===== src/rtl/regfile_write_arbiter.sv =====
// Write-port arbiter for the pipeline register file: writeback > clear-all sweep > aux handshake.
// All register-file controls are registered; auxReady is the only combinational output.
module regfile_write_arbiter #(
    parameter int  WordLen   = 32,
    parameter int  WordCount = 15,
    localparam int AddrLen   = $clog2(WordCount)
) (
    input  logic               clk,
    input  logic               rst,
    input  logic               wbValid,
    input  logic [AddrLen-1:0] wbDest,
    input  logic [WordLen-1:0] wbData,
    input  logic               auxValid,
    output logic               auxReady,
    input  logic [AddrLen-1:0] auxDest,
    input  logic [WordLen-1:0] auxData,
    input  logic               clrStart,
    output logic               clrBusy,
    output logic               clrDone,
    output logic               rfWrite,
    output logic               rfSclr,
    output logic [AddrLen-1:0] rfWriteRegister,
    output logic [WordLen-1:0] rfWriteData,
    output logic [7:0]         conflictCount
);

    typedef enum logic {IDLE, CLEAR} state_t;

    localparam logic [AddrLen:0]   COUNT = (AddrLen + 1)'(WordCount);
    localparam logic [AddrLen-1:0] LAST  = AddrLen'(WordCount - 1);

    state_t             state, state_next;
    logic [AddrLen-1:0] idx, idx_next;

    logic               write_next, sclr_next, done_next, busy_next;
    logic [AddrLen-1:0] reg_next;
    logic [WordLen-1:0] data_next;
    logic [7:0]         count_next;

    logic wb_ok, aux_ok, aux_fire, clear_step, stall;

    assign wb_ok      = {1'b0, wbDest} < COUNT;
    assign aux_ok     = {1'b0, auxDest} < COUNT;
    assign auxReady   = (state == IDLE) && !wbValid && !clrStart;
    assign aux_fire   = auxValid && auxReady;
    // A writeback in CLEAR takes the port; the sweep index simply waits.
    assign clear_step = (state == CLEAR) && !wbValid;
    assign stall      = auxValid && !auxReady;

    always_ff @(posedge clk or negedge rst) begin
        if (!rst) begin
            state           <= IDLE;
            idx             <= '0;
            rfWrite         <= 1'b0;
            rfSclr          <= 1'b0;
            clrBusy         <= 1'b0;
            clrDone         <= 1'b0;
            rfWriteRegister <= '0;
            rfWriteData     <= '0;
            conflictCount   <= '0;
        end else begin
            state           <= state_next;
            idx             <= idx_next;
            rfWrite         <= write_next;
            rfSclr          <= sclr_next;
            clrBusy         <= busy_next;
            clrDone         <= done_next;
            rfWriteRegister <= reg_next;
            rfWriteData     <= data_next;
            conflictCount   <= count_next;
        end
    end

    always_comb begin
        state_next = state;
        idx_next   = idx;
        case (state)
            IDLE: begin
                if (clrStart) begin
                    state_next = CLEAR;
                    idx_next   = '0;
                end
            end
            CLEAR: begin
                if (clear_step) begin
                    if (idx == LAST) begin
                        state_next = IDLE;
                        idx_next   = '0;
                    end else begin
                        idx_next = idx + 1'b1;
                    end
                end
            end
            default: begin
                state_next = IDLE;
                idx_next   = '0;
            end
        endcase
    end

    always_comb begin
        write_next = 1'b0;
        sclr_next  = 1'b0;
        done_next  = 1'b0;
        reg_next   = rfWriteRegister;
        data_next  = rfWriteData;
        if (wbValid) begin
            if (wb_ok) begin
                write_next = 1'b1;
                reg_next   = wbDest;
                data_next  = wbData;
            end
        end else if (clear_step) begin
            sclr_next = 1'b1;
            reg_next  = idx;
            done_next = (idx == LAST);
        end else if (aux_fire && aux_ok) begin
            write_next = 1'b1;
            reg_next   = auxDest;
            data_next  = auxData;
        end
        busy_next  = (state_next == CLEAR);
        count_next = (stall && conflictCount != 8'hFF) ? conflictCount + 8'd1 : conflictCount;
    end

endmodule


===== config.mk =====
export PLATFORM = sky130hd
export DESIGN_NAME = regfile_write_arbiter
export DESIGN_NICKNAME = d
export VERILOG_FILES = /design/src/rtl/regfile_write_arbiter.sv
export SDC_FILE = /design/constraint.sdc
export NUM_CORES = 1
export LEC_CHECK = 0
export ABC_CLOCK_PERIOD_IN_PS = 3400
export BUFFER_PORTS_ARGS = -buffer_cell sky130_fd_sc_hd__buf_2
export CAP_MARGIN = 5
export CORE_MARGIN = 4
export CORE_UTILIZATION = 25
export DETAILED_ROUTE_END_ITERATION = 8
export GPL_TIMING_DRIVEN = 1
export PLACE_DENSITY = 0.51
export REMOVE_ABC_BUFFERS = 1
export SYNTH_ARGS = -nofsm -noshare
export SYNTH_HDL_FRONTEND = slang
export SYNTH_SLANG_ARGS = --single-unit

===== constraint.sdc =====
create_clock -name clk -period 3.4 [get_ports clk]
set_input_delay 0.51 -clock clk [delete_from_list [all_inputs] [get_ports clk]]
set_output_delay 0.51 -clock clk [all_outputs]
set_load 0.01 [all_outputs]

After elaboration in Yosys (flattened, before gate mapping)
Index checks and enable logic that the tools add are counted.
Operators by class
  add/sub/neg operators: 2
  shifts and indexed selects: 0
  magnitude comparators: 2
  equal/unequal tests: 6
  div/mod/pow operators: 0
  bitwise gates (word level): 1
  multiply operators: 0
  reduce and logical (&&, ||, !) cells: 15
  mux-type cells: 24
Operators with widths (count)
  $mux 32: 4
  $mux 4: 7
  $mux 1: 11
  $add 8x1->8 const B: 1
  $lt 4x4->1 const B: 2
  $ne 8x8->1 const B: 1
  $pmux 4 s2: 1
  $logic_and 1x1->1: 7
  $add 4x1->4 const B: 1
  $eq 4x4->1 const B: 1
  $ne 2x1->1 const B: 2
  $ne 2x2->1 const B: 2
  $reduce_and 2->1: 2
  $logic_not 1->1: 3
  $reduce_and 3->1: 1
  $reduce_bool 3->1: 1
  $pmux 1 s2: 1
  $reduce_bool 2->1: 1
  $not 1->1: 1
Word-level totals
  ROM bits: 0
  input port bits: 77
  memories: 0
  bits in latches: 0
  bits in registers: 52
  memory bits (writable): 0
  output and inout bits: 49

Depth between registers and ports, before layout
  depth after elaboration: 8
  gate-level depth with buffers: 6
  depth with buffers taken out: 6

Least setup slack after synthesis
No wires, ideal clock.
  path kind: in2reg
  start: input port wbValid
  end: register conflictCount[6]
  data arrival time: 1564 ps
  stages on the path: 5
  setup slack: 1709 ps
  path buffers: 1
  data required time: 3272 ps
  path through: buf_6 -> o31a_4 -> and3_4 -> nand4_1 -> mux2_1
Between the ends
  cells in the longest elaborated chain, start to end: 6
Ends and longest elaborated chain
  from (decl): RTL line 10  | input logic wbValid,
  $logic_not 1->1: RTL line 44  | assign auxReady = (state == IDLE) && !wbValid && !clrStart;
  $logic_and 1x1->1 (2 in series): RTL line 44
  $logic_not 1->1: RTL line 48  | assign stall = auxValid && !auxReady;
  $logic_and 1x1->1: RTL line 48
  $logic_and 1x1->1: RTL line 123  | count_next = (stall && conflictCount != 8'hFF) ? conflictCount + 8'd1 : conflictCount;
  to (signal assigned): RTL line 70  | conflictCount <= count_next;
  to (decl): RTL line 24  | output logic [7:0] conflictCount
Every way passes these cells.
A chain may end at the register's enable or synchronous reset.

Worst setup path in the final report
  start: register state
  end: output port auxReady
Between the ends
  cells in the longest elaborated chain, start to end: 3
Ends and longest elaborated chain
  from (decl): RTL line 32  | state_t state, state_next;
  from (signal assigned): RTL line 62  | state <= state_next;
  $not 1->1
  $logic_and 1x1->1 (2 in series): RTL line 44
  to (decl): RTL line 14  | output logic auxReady,
Every way passes these cells.

==> impl_metrics.ini <==
[power]
p_sw_mw = 0.564
seq_power_share = 0.507
p_sw_frac = 0.333
p_leak_nw = 1.71
p_int_mw = 1.13
power_frac_clock = 0.214
powerDensity_nw_per_um2 = 503
vdd_drop_max_uv = 283
pwr-share-comb = 0.279

[layout]
synthToLayoutAreaGrowth_pct = 33.6
antenna_cells = 0
drive_gt1_frac = 0.400
area.sequential_sq_um = 1300
multi_input_area_sq_um = 1140
fin_util = 0.343
fillers = 1064
final_cell_mix = buf_2 (125), dfrtp_1 (52), nand2_1 (41)
fin_nets = 444
final_common_cell = buf_2

[routing]
drc = 0
first_iter_violations = 51
routed_wl_um = 6560
dr.pass1.iters = 4
routed-via-count = 2202
routed_via_density = 4.42
ant_nets = 0
routedWlPerCell_um = 13.2

[worst_setup_path]
start_kind = flip-flop
crit_family = flip-flops
startpoint = state$_DFF_PN0_
r2r_end = conflictCount[6]$_DFFE_PN0P_
crit_required_ns = 2.89
endpoint_kind = output pin
cpMaxStageDelayCell = dfrtp_1
critPathBufInv = 1
reg2regPathDepth = 4
crit_end = auxReady
crit_type = flip-flop to output pin
crit_chain = nor3_1 > buf_2
cpPeakStageDelay_ns = 0.52
r2r_start = state$_DFF_PN0_
r2r_setup_slack_ns = 1.78
cp_num_cells = 2
arrival_ns = 1.31
path_max_fanout = 12

[grt]
grt_pass1_wl_um = 10800
grt_pass1_vias = 2252
antenna_found_initial = 0
overflow = 0
grt_max_degree = 46
track_usage = 0.114

[outcome]
outcome = complete, no violations

[logic_synthesis]
ys_ff_latch = 52
async_flop_share = 1.00
netlist_area_sq_um = 2520
avgSynthCellArea_sq_um = 10.4
synth-main-ff-cell = dfrtp_1
yosysWarnings = 0
seq_area_frac_synth = 0.516
synth-edff-count = 0
synth_cell_type_count = 36
syn_inst = 242

[die]
core_sq_um = 9820
rows = 36
die_y_um = 108
dieArea_sq_um = 11800
pin_count = 126
die_x_um = 108
start_util = 0.257

[min_path]
hold_class = input pin to asynchronous set/reset pin

[clock_tree]
cts_setup_buffers = 0
cts_max_path_buffers = 2
cts_hold_buf = 0
cts_sinks = 52
cts_tree = built
cts_resized = 0
root_buffer = clkbuf_8
cts_made_buffers = 5
worstSkewPairLatency_ns = 0.30
htreeDepth = 2
cts.reportedPaths.clkPinSlew_ns = 0.09

[sta]
tightestPinTransition_ns = 1.01
fin_crit_sh = 0.537
hold_violations = 0
maxSlewHeadroom = 0.324
setup_tns_ns = 0
min_period_ns = 1.82
rsz0062_at_grt = no
maxSlewViolCount = 0
skew_ns = 0.00544
fmax_ghz = 0.548
setup_violations = 0

[place]
globalplace.congestion = 0.774
dp_hpwl_um = 5010
io_buffers = 125

[flow_run]
cap_violations = 0
## power by group through the flow
| stage | sequential [mW] | combinational [mW] | clock [mW] |
|---|---|---|---|
| detailed placement | 0.873 | 0.483 | 0 |
| CTS | 0.862 | 0.484 | 0.393 |
| global placement | 0.874 | 0.475 | 0 |
| global route | 0.886 | 0.535 | 0.414 |
| finish | 0.859 | 0.472 | 0.363 |
| floorplan | 0.902 | 0.207 | 0 |
## area by class of cell
type / count / share of cell area
well taps: 133 / 0.0494
clock buffers: 6 / 0.0245
inverters: 5 / 0.00557
clock inverters: 2 / 0.00297
flip-flops and latches: 52 / 0.386
multi-input cells: 171 / 0.337
repair buffers: 129 / 0.194
## per-stage QoR
step	worst slack, ns	hold slack (ns)	instances	cell area (sq um)	power [mW]
6_report	1.58	0.381	498	3370	1.69
5_1_grt	1.47	0.463	498	3370	1.84
4_1_cts	1.57	0.426	498	3370	1.74
3_5_place_dp	1.53	0.466	490	3280	1.36
3_3_place_gp	1.55	0.460	490	3280	1.35
2_1_floorplan	0.181	0.214	228	2450	1.11
## worst min-delay path by stage
stage                     slack [ns]                        start  cells after the start                              to
after global routing            0.46                          rst                      1               rfWrite$_DFF_PN0_
after CTS                       0.43                          rst                      1               rfWrite$_DFF_PN0_
after global placement          0.46  rfWriteData[24]$_DFFE_PN0P_                      2     rfWriteData[24]$_DFFE_PN0P_
after floorplan                 0.21                          rst                      0               clrDone$_DFF_PN0_
final                           0.38                          rst                      1  rfWriteRegister[2]$_DFFE_PN0P_
after detailed placement        0.47   rfWriteData[6]$_DFFE_PN0P_                      2      rfWriteData[6]$_DFFE_PN0P_
## layer usage
metal,up-vias,part of all wire,track usage
li1,1112,-,-
met1,992,0.47,0.159
met2,94,0.44,0.176
met3,4,0.081,0.0304
met4,0,0.0052,0.0280
met5,-,0,0
## registers in the layout, indices dropped and copies added, names as in the netlist
signal / cells
clrDone: 1
conflictCount: 8
idx: 4
rfSclr: 1
rfWrite: 1
rfWriteData: 32
rfWriteRegister: 4
state: 1
## synthesized netlist by cell type, drive strengths merged, types with 2 or more instances
cell    instances  area share
nor2            4      0.0059
mux2            4       0.018
a31oi           5       0.012
mux2i          32        0.13
xnor2           3       0.010
inv             5      0.0074
nor3            2      0.0040
nand2          41       0.061
a22oi           5       0.015
nand3           3      0.0059
nand4           5       0.015
o221ai          4       0.014
o22ai           2      0.0050
a21oi           7       0.014
o21ai          35       0.071
nand4b          4       0.014
dfrtp          52        0.52
ha              3       0.015
clkbuf          4      0.0059
buf            10       0.022
## cells by family after synthesis
group | count (synthesis) | share of synthesized area
and+or+nand+nor | 65 | 0.124
DFF | 52 | 0.516
adders and majority gates | 3 | 0.0149
xor gates and xnor gates | 3 | 0.0104
muxes | 36 | 0.145
buffers and inverters | 19 | 0.0357
AOI/OAI and AO/OA | 64 | 0.154
No activity file was read; power rests on OpenSTA's default activity.
